[config.mk]
export PLATFORM = sky130hd
export DESIGN_NAME = pipeline_ctrl
export DESIGN_NICKNAME = d
export VERILOG_FILES = /design/src/rtl/pipeline_pkg.sv /design/src/rtl/hazard_detect.sv /design/src/rtl/pipeline_ctrl.sv
export SDC_FILE = /design/constraint.sdc
export NUM_CORES = 1
export LEC_CHECK = 0
export BUFFER_PORTS_ARGS = -buffer_cell sky130_fd_sc_hd__buf_2
export CORE_ASPECT_RATIO = 0.9
export CORE_UTILIZATION = 48
export CTS_BUF_LIST = sky130_fd_sc_hd__clkbuf_4
export DETAILED_ROUTE_END_ITERATION = 16
export PLACE_DENSITY = 0.79
export SLEW_MARGIN = 40
export SYNTH_ARGS = -nofsm -noshare
export SYNTH_HDL_FRONTEND = slang
export SYNTH_SLANG_ARGS = --single-unit
[constraint.sdc]
create_clock -name clk -period 1.7 [get_ports clk]
set_input_delay 0.17 -clock clk [delete_from_list [all_inputs] [get_ports clk]]
set_output_delay 0.17 -clock clk [all_outputs]
set_load 0.01 [all_outputs]
[src/rtl/pipeline_pkg.sv]
// Shared types and constants for the pipeline control unit.
// State encoding, pipeline register enable bundle, default memory timeout.
package pipeline_pkg;

   localparam int TIMEOUT_DEF = 15;
   localparam int REG_W       = 5;

   typedef enum logic [1:0] {
      IDLE     = 2'd0,
      RUN      = 2'd1,
      MEM_WAIT = 2'd2,
      ERR      = 2'd3
   } state_t;

   typedef struct packed {
      logic pc;
      logic if_id;
      logic id_ex;
      logic ex_mem;
      logic mem_wb;
      logic if_id_flush;
      logic id_ex_flush;
   } ctrl_t;

   localparam ctrl_t CTRL_HOLD   = 7'b00000_00;
   localparam ctrl_t CTRL_NORMAL = 7'b11111_00;
   localparam ctrl_t CTRL_BRANCH = 7'b11111_11;
   localparam ctrl_t CTRL_LOAD   = 7'b00111_01;

endpackage

[src/rtl/hazard_detect.sv]
// Load-use hazard check between the load in EX and the operands in ID.
// Register 0 is hardwired, so a load into it never creates a dependency.
module hazard_detect
   import pipeline_pkg::*;
(
   input  logic [REG_W-1:0] id_rs,
   input  logic [REG_W-1:0] id_rt,
   input  logic             id_ex_mem_read,
   input  logic [REG_W-1:0] id_ex_rt,
   output logic             load_use
);

   assign load_use = id_ex_mem_read
                   && (id_ex_rt != '0)
                   && ((id_ex_rt == id_rs) || (id_ex_rt == id_rt));

endmodule

[src/rtl/pipeline_ctrl.sv]
// Pipeline stall/flush controller: memory wait FSM with timeout,
// branch and load-use hazard handling, saturating stall counter.
module pipeline_ctrl
   import pipeline_pkg::*;
#(
   parameter int TIMEOUT = TIMEOUT_DEF
) (
   input  logic             clk,
   input  logic             rst_n,
   input  logic [REG_W-1:0] id_rs,
   input  logic [REG_W-1:0] id_rt,
   input  logic             id_ex_mem_read,
   input  logic [REG_W-1:0] id_ex_rt,
   input  logic             ex_branch_taken,
   input  logic             mem_access,
   input  logic             dmem_ack,
   output logic             dmem_req,
   output logic             pc_en,
   output logic             if_id_en,
   output logic             id_ex_en,
   output logic             ex_mem_en,
   output logic             mem_wb_en,
   output logic             if_id_flush,
   output logic             id_ex_flush,
   output logic [1:0]       state,
   output logic             err,
   output logic [15:0]      stall_cnt
);

   localparam logic [4:0] TO_LIMIT = 5'(TIMEOUT);

   state_t      state_q;
   logic [3:0]  wait_cnt;
   logic [4:0]  wait_nxt;
   logic        err_q;
   logic [15:0] stall_q;
   logic        load_use;
   logic        active;
   logic        mem_stall;
   ctrl_t       ctrl;

   hazard_detect u_hazard (
      .id_rs          (id_rs),
      .id_rt          (id_rt),
      .id_ex_mem_read (id_ex_mem_read),
      .id_ex_rt       (id_ex_rt),
      .load_use       (load_use)
   );

   assign active    = (state_q == RUN) || (state_q == MEM_WAIT);
   assign mem_stall = ((state_q == RUN) && mem_access && !dmem_ack)
                   || ((state_q == MEM_WAIT) && !dmem_ack);
   assign wait_nxt  = {1'b0, wait_cnt} + 5'd1;

   always_comb begin
      ctrl     = CTRL_HOLD;
      dmem_req = 1'b0;
      if (active) begin
         dmem_req = (state_q == MEM_WAIT) || mem_access;
         if (mem_stall)
            ctrl = CTRL_HOLD;
         else if (ex_branch_taken)
            ctrl = CTRL_BRANCH;
         else if (load_use)
            ctrl = CTRL_LOAD;
         else
            ctrl = CTRL_NORMAL;
      end
   end

   always_ff @(posedge clk or negedge rst_n) begin
      if (!rst_n) begin
         state_q  <= IDLE;
         wait_cnt <= '0;
         err_q    <= 1'b0;
         stall_q  <= '0;
      end else begin
         unique case (state_q)
            IDLE: state_q <= RUN;
            RUN: begin
               if (mem_access && !dmem_ack) begin
                  state_q  <= MEM_WAIT;
                  wait_cnt <= '0;
               end
            end
            MEM_WAIT: begin
               if (dmem_ack) begin
                  state_q <= RUN;
               end else begin
                  wait_cnt <= wait_nxt[3:0];
                  if (wait_nxt == TO_LIMIT) begin
                     state_q <= ERR;
                     err_q   <= 1'b1;
                  end
               end
            end
            ERR: err_q <= 1'b1;
            default: state_q <= IDLE;
         endcase
         // Saturate rather than wrap so long stalls never look short.
         if (active && !ctrl.pc && (stall_q != 16'hFFFF))
            stall_q <= stall_q + 16'd1;
      end
   end

   assign pc_en       = ctrl.pc;
   assign if_id_en    = ctrl.if_id;
   assign id_ex_en    = ctrl.id_ex;
   assign ex_mem_en   = ctrl.ex_mem;
   assign mem_wb_en   = ctrl.mem_wb;
   assign if_id_flush = ctrl.if_id_flush;
   assign id_ex_flush = ctrl.id_ex_flush;
   assign state       = state_q;
   assign err         = err_q;
   assign stall_cnt   = stall_q;

endmodule

# Yosys cells after proc, flatten, opt, wreduce, memory -nomap -nowiden
# Index checks and enable logic that the tools add are counted.
# totals
input_bits	21
word_cells	54
reg_bits	23
output_inout_bits	27
# op_classes
n_eq_ne	11
addsub	2
mux	15
reduce_logical	22
# op_table
cell	count
7-bit two-way mux	4
16-bit by 1-bit adder with 16-bit output, second input constant	1
16-bit != test, second input constant	1
5-bit equality test	2
3-bit AND reduction	3
1-bit logical AND	8
4-bit two-way mux	2
4-bit case mux with 2 select lines	1
2-bit two-way mux	3
2-bit case mux with 3 select lines	1
4-bit by 1-bit adder with 5-bit output, second input constant	1
5-bit by 4-bit equality test with 1-bit output, second input constant	1
5-bit nonzero test	1
2-bit equality test, second input constant	2
1-bit logical OR	4
2-bit by 1-bit != test with 1-bit output, second input constant	2
2-bit nonzero test	2
1-bit two-way mux	3
3-bit by 2-bit != test with 1-bit output, second input constant	1
3-bit nonzero test	1
2-bit by 1-bit equality test with 1-bit output, second input constant	1
1-bit zero test	2
2-bit zero test	1
2-bit != test, second input constant	1
1-bit case mux with 2 select lines	1

# Longest topological paths before layout
# logic_depth
word_depth	10
ltp_mapped	7
mapped_depth_nobuf	7

# Modules after synthesis
# From an unflattened synthesis, not the netlist that was laid out.
# hier_totals
hier_cells	153
area_unflattened_um2	1483.9
# modules_own_cells
mod	n_inst	seq_area_each_um2	cells_each	area_each_um2
pipeline_ctrl	1	575.6	136	1358.8
hazard_detect	1	0.0	17	125.1

# Worst setup path after synthesis
# OpenSTA, ideal clock, no wires.
# synth_path
kind	reg2out
startpoint	register state_q[1] (netlist: state[1])
endpoint	output port pc_en
path_buffers	1
stages_incl_launch_ff	8
t_arrival_ns	1.779
t_required_ns	1.530
setup_slack_ns	-0.249
path_cell_list	dfrtp_1 -> inv_1 -> ha_1 -> a21oi_1 -> nor2_1 -> nor2_1 -> o31a_1 -> buf_4
# synth_via
elab_chain_len	6
word_cells_on_any_way	9
cone_classes	2 x eq/ne; 2 x mux; 5 x reduce/logical
# synth_rtl
element	line	rtl
start, declared	pipeline_ctrl.sv:32	state_t state_q;
start signal, assigned	pipeline_ctrl.sv:73	state_q <= IDLE;
start signal, assigned	pipeline_ctrl.sv:79	IDLE: state_q <= RUN;
start signal, assigned	pipeline_ctrl.sv:82	state_q <= MEM_WAIT;
2-bit by 1-bit equality test with 1-bit output	pipeline_ctrl.sv:50, pipeline_ctrl.sv:51	
1-bit logical AND (2 in series)	pipeline_ctrl.sv:51	assign mem_stall = ((state_q == RUN) && mem_access && !dmem_ack)
1-bit logical OR	pipeline_ctrl.sv:52	|| ((state_q == MEM_WAIT) && !dmem_ack);
7-bit two-way mux	pipeline_ctrl.sv:60	if (mem_stall)
7-bit two-way mux (*)	pipeline_ctrl.sv:58	if (active) begin
end, declared	pipeline_ctrl.sv:18	output logic pc_en,
# Mark *: on every way between the ends. The rest lies on a longest branch, timed or not.

# Worst setup path after layout
# layout_path
startpoint	register state_q[0] (netlist: state[0])
endpoint	output port if_id_en
# layout_via
elab_chain_len	6
word_cells_on_any_way	9
cone_classes	2 x eq/ne; 2 x mux; 5 x reduce/logical
# layout_rtl
element	line	rtl
2-bit by 1-bit equality test with 1-bit output	pipeline_ctrl.sv:50, pipeline_ctrl.sv:51	
1-bit logical AND (2 in series)	pipeline_ctrl.sv:51	
1-bit logical OR	pipeline_ctrl.sv:52	
7-bit two-way mux	pipeline_ctrl.sv:60	
7-bit two-way mux (*)	pipeline_ctrl.sv:58	
end, declared	pipeline_ctrl.sv:19	output logic if_id_en,
# Marked as above.

==> flow_summary_export.csv <==
group,metric,value,unit
run_status,outcome,"finished with violations",
run_status,violations,"setup timing",
timing,finalClockSkew,0.00287,ns
place,preCtsSetupSlack,-0.0833,ns
logic_synthesis,async_reset_ff_frac,1.00,
cts,clkSinkCount,23,
cells_and_area,final_nets,252,
logic_synthesis,ys_seq_area_frac,0.377,
cts,clock_path_buffers,2,
cells_and_area,nFillCells,233,
logic_synthesis,synthCells,150,
route,drc_errors,0,
grt,grt_max_degree,24,
critical_path,critPathKind,"reg -> out",
grt,antenna_found_initial,0,
timing,setup_viol,13,
critical_path,endpoint_kind,"primary output",
critical_path,worstPathRequired,1.53,ns
cts,clkSlewWorstSetupHoldPaths,0.13,ns
timing,max_freq,555,MHz
route,drtPass1Iterations,4,
logic_synthesis,syn_area,1530,um2
critical_path,crit_arrival,1.63,ns
cells_and_area,regArea,578,um2
critical_path,cp_max_fo,4,
place,dp_hpwl,2820,um
timing,timing.max_slew.rel_slack,0.644,
power,peakVddDrop,0.851,mV
timing,worst_pin_slew,0.534,ns
logic_synthesis,syn_area_per_cell,10.2,um2
floorplanning,die_h,55.5,um
grt,grt_pass1_wl,5910,um
logic_synthesis,synth-warning-count,0,
job,maxCapViolCount,0,
cts,numCtsBuffers,3,
floorplanning,rows,19,
cells_and_area,multi_input_area,1010,um2
timing,report.final.hold_viol_count,0,
grt,overflow,0,
place,io_buffers,47,
place,gp_routability_congestion,0.774,
route,vias_per_cell,5.35,
cells_and_area,final_area,2150,um2
power,finalPower,0.00283,W
timing,hold_ws,0.282,ns
floorplanning,fp.dieW,61.5,um
logic_synthesis,synth_edf_count,0,
cells_and_area,drive_gt1_frac,0.516,
timing,maxSlewViolCount,0,
grt,gr-usage-all-layers,0.234,
route,vias,1419,
floorplanning,die-area,3410,um2
route,wire_per_inst,15.4,um
cells_and_area,area_delta_synth_final,41.0,%
grt,grt_pass1_vias,1348,
floorplanning,initial_core_util,0.502,
timing,finalCritPeriodShare,1.06,
power,p_per_area,1320,nW/um2
cells_and_area,final_util,0.708,
cts,clk-insertion-delay-late,0.33,ns
place,dpl_cell_area,1950,um2
critical_path,cp-start-kind,"flip-flop",
cts,tritoncts,"built",
logic_synthesis,syn-num-nets,178,
timing,final.min_clock_period,1.80,ns
floorplanning,coreArea,3040,um2
worst_hold_path,min_path_type,"in -> reg",
timing,fin_ws,-0.103,ns
route,drtIter0Drc,58,
logic_synthesis,yosys_register_bits,23,
power,p_leak,1.03,nW
logic_synthesis,ys_types,36,
timing,rsz0062_at_grt,"true",
floorplanning,ioPinCount,48,
route,routed_wl,4080,um
logic_synthesis,synth-main-ff-cell,"dfrtp_1",
cts,cts_htree_levels,1,
cts,root_buffer,"clkbuf_4",
cells_and_area,diodes,0,
route,postRouteAntennaNets,0,
where the power goes:
part	leakage (nW)	internal [W]	switching, W
Clock	0.0177	0.0000884	0.000183
Sequential	0.303	0.000646	0.000116
Combinational	0.707	0.000863	0.000937
layer usage:
metal,wire length [um],vias to the layer above,GRT usage,share of wire
li1,-,674,-,-
met1,1660,676,0.287,0.41
met2,2080,58,0.408,0.51
met3,227,11,0.0258,0.056
met4,111,0,0.0921,0.027
met5,0,-,0,0
flip-flops by register name, summed over array words and instances (netlist names):
register   flops
wait_cnt       4
state          2
err            1
stall_cnt     16
worst paths after layout:
check                                              start                       end  slack [ns]  cells past startpoint
worst min register to register  stall_cnt[4]$_DFFE_PN0P_  stall_cnt[4]$_DFFE_PN0P_        0.50                      1
max in group asynchronous                          rst_n      state[0]$_DFFE_PN0P_        0.97                      2
worst max register to register  stall_cnt[8]$_DFFE_PN0P_  stall_cnt[1]$_DFFE_PN0P_       -0.04                      6
worst max-delay path                state[0]$_DFFE_PN0P_                  if_id_en       -0.10                      7
worst min-delay path                            dmem_ack   wait_cnt[1]$_DFFE_PN0P_        0.28                      4
min in group asynchronous                          rst_n  stall_cnt[2]$_DFFE_PN0P_        0.34                      2
critical path, cell delays in order (launching register included):
cell and delay [ns]:
dfrtp_2 0.44, inv_2 0.06, ha_4 0.17, a21oi_4 0.13
nor2_2 0.07, nor2_4 0.11, o31a_1 0.18, buf_2 0.14
cell families after synthesis:
group | count (synthesis) | synth area share
fa+ha+maj | 7 | 0.0573
flops | 23 | 0.377
buf+inv | 11 | 0.0442
mux | 1 | 0.00737
compound gates | 25 | 0.122
xor+xnor | 25 | 0.143
simple gates | 58 | 0.249
cell type report:
type,instances,share of cell area
clock buffer,3,0.0105
clock inverter,1,0.00232
inverter,6,0.0105
multi-input combinational,116,0.469
sequential,23,0.268
tap,42,0.0244
timing repair buffer,74,0.215
synth_stat cells (4+ instances only):
cell type | n | area (um2)
ha_1 | 7 | 87.6
and3_1 | 5 | 31.3
nand2_1 | 11 | 41.3
nor2_1 | 8 | 30.0
inv_1 | 6 | 22.5
xor2_1 | 10 | 87.6
nand4_1 | 4 | 25.0
a21oi_1 | 7 | 35.0
xnor2_1 | 15 | 131
nand3_2 | 7 | 70.1
dfrtp_1 | 23 | 576
o21ai_0 | 8 | 40.0
per-stage QoR:
stage / instances / setup TNS, ns
after floorplan: 150 / -0.0585
after global placement: 252 / -0.0586
after detailed placement: 252 / -0.631
after CTS: 262 / -0.0983
after global routing: 265 / -1.93
final: 265 / -0.497
what timing repair did:
action,4_1_cts,5_1_grt
setup buffers,5,3
hold buffers,1,0
gates resized for setup,9,17
pin swaps,3,17
setup endpoints to repair,13,27
hold endpoints to repair,23,0
layout by cell type (no fill, tap or decap), types with 2 or more instances in the layout:
cell | netlist | final
a21oi_4 | 1 | 2
nand2_1 | 11 | 10
nand4_4 | 0 | 2
buf_4 | 3 | 24
buf_6 | 2 | 2
dfrtp_1 | 23 | 21
ha_1 | 7 | 5
o21ai_0 | 8 | 5
xnor2_1 | 15 | 14
nand3_1 | 3 | 3
dfrtp_2 | 0 | 2
o21ai_1 | 0 | 2
nand4_1 | 4 | 4
o21ai_2 | 1 | 2
and4_1 | 2 | 2
inv_2 | 0 | 3
nor3_2 | 2 | 3
nand3_2 | 7 | 6
buf_2 | 0 | 46
nor2_2 | 0 | 2
nand2b_1 | 2 | 2
inv_1 | 6 | 3
a21oi_1 | 7 | 5
and2_1 | 3 | 2
nor2_1 | 8 | 5
xor2_1 | 10 | 10
ha_4 | 0 | 2
nor2b_1 | 3 | 3
clkbuf_4 | 0 | 3
and3_1 | 5 | 4
Power figures use the tool's default switching activity.
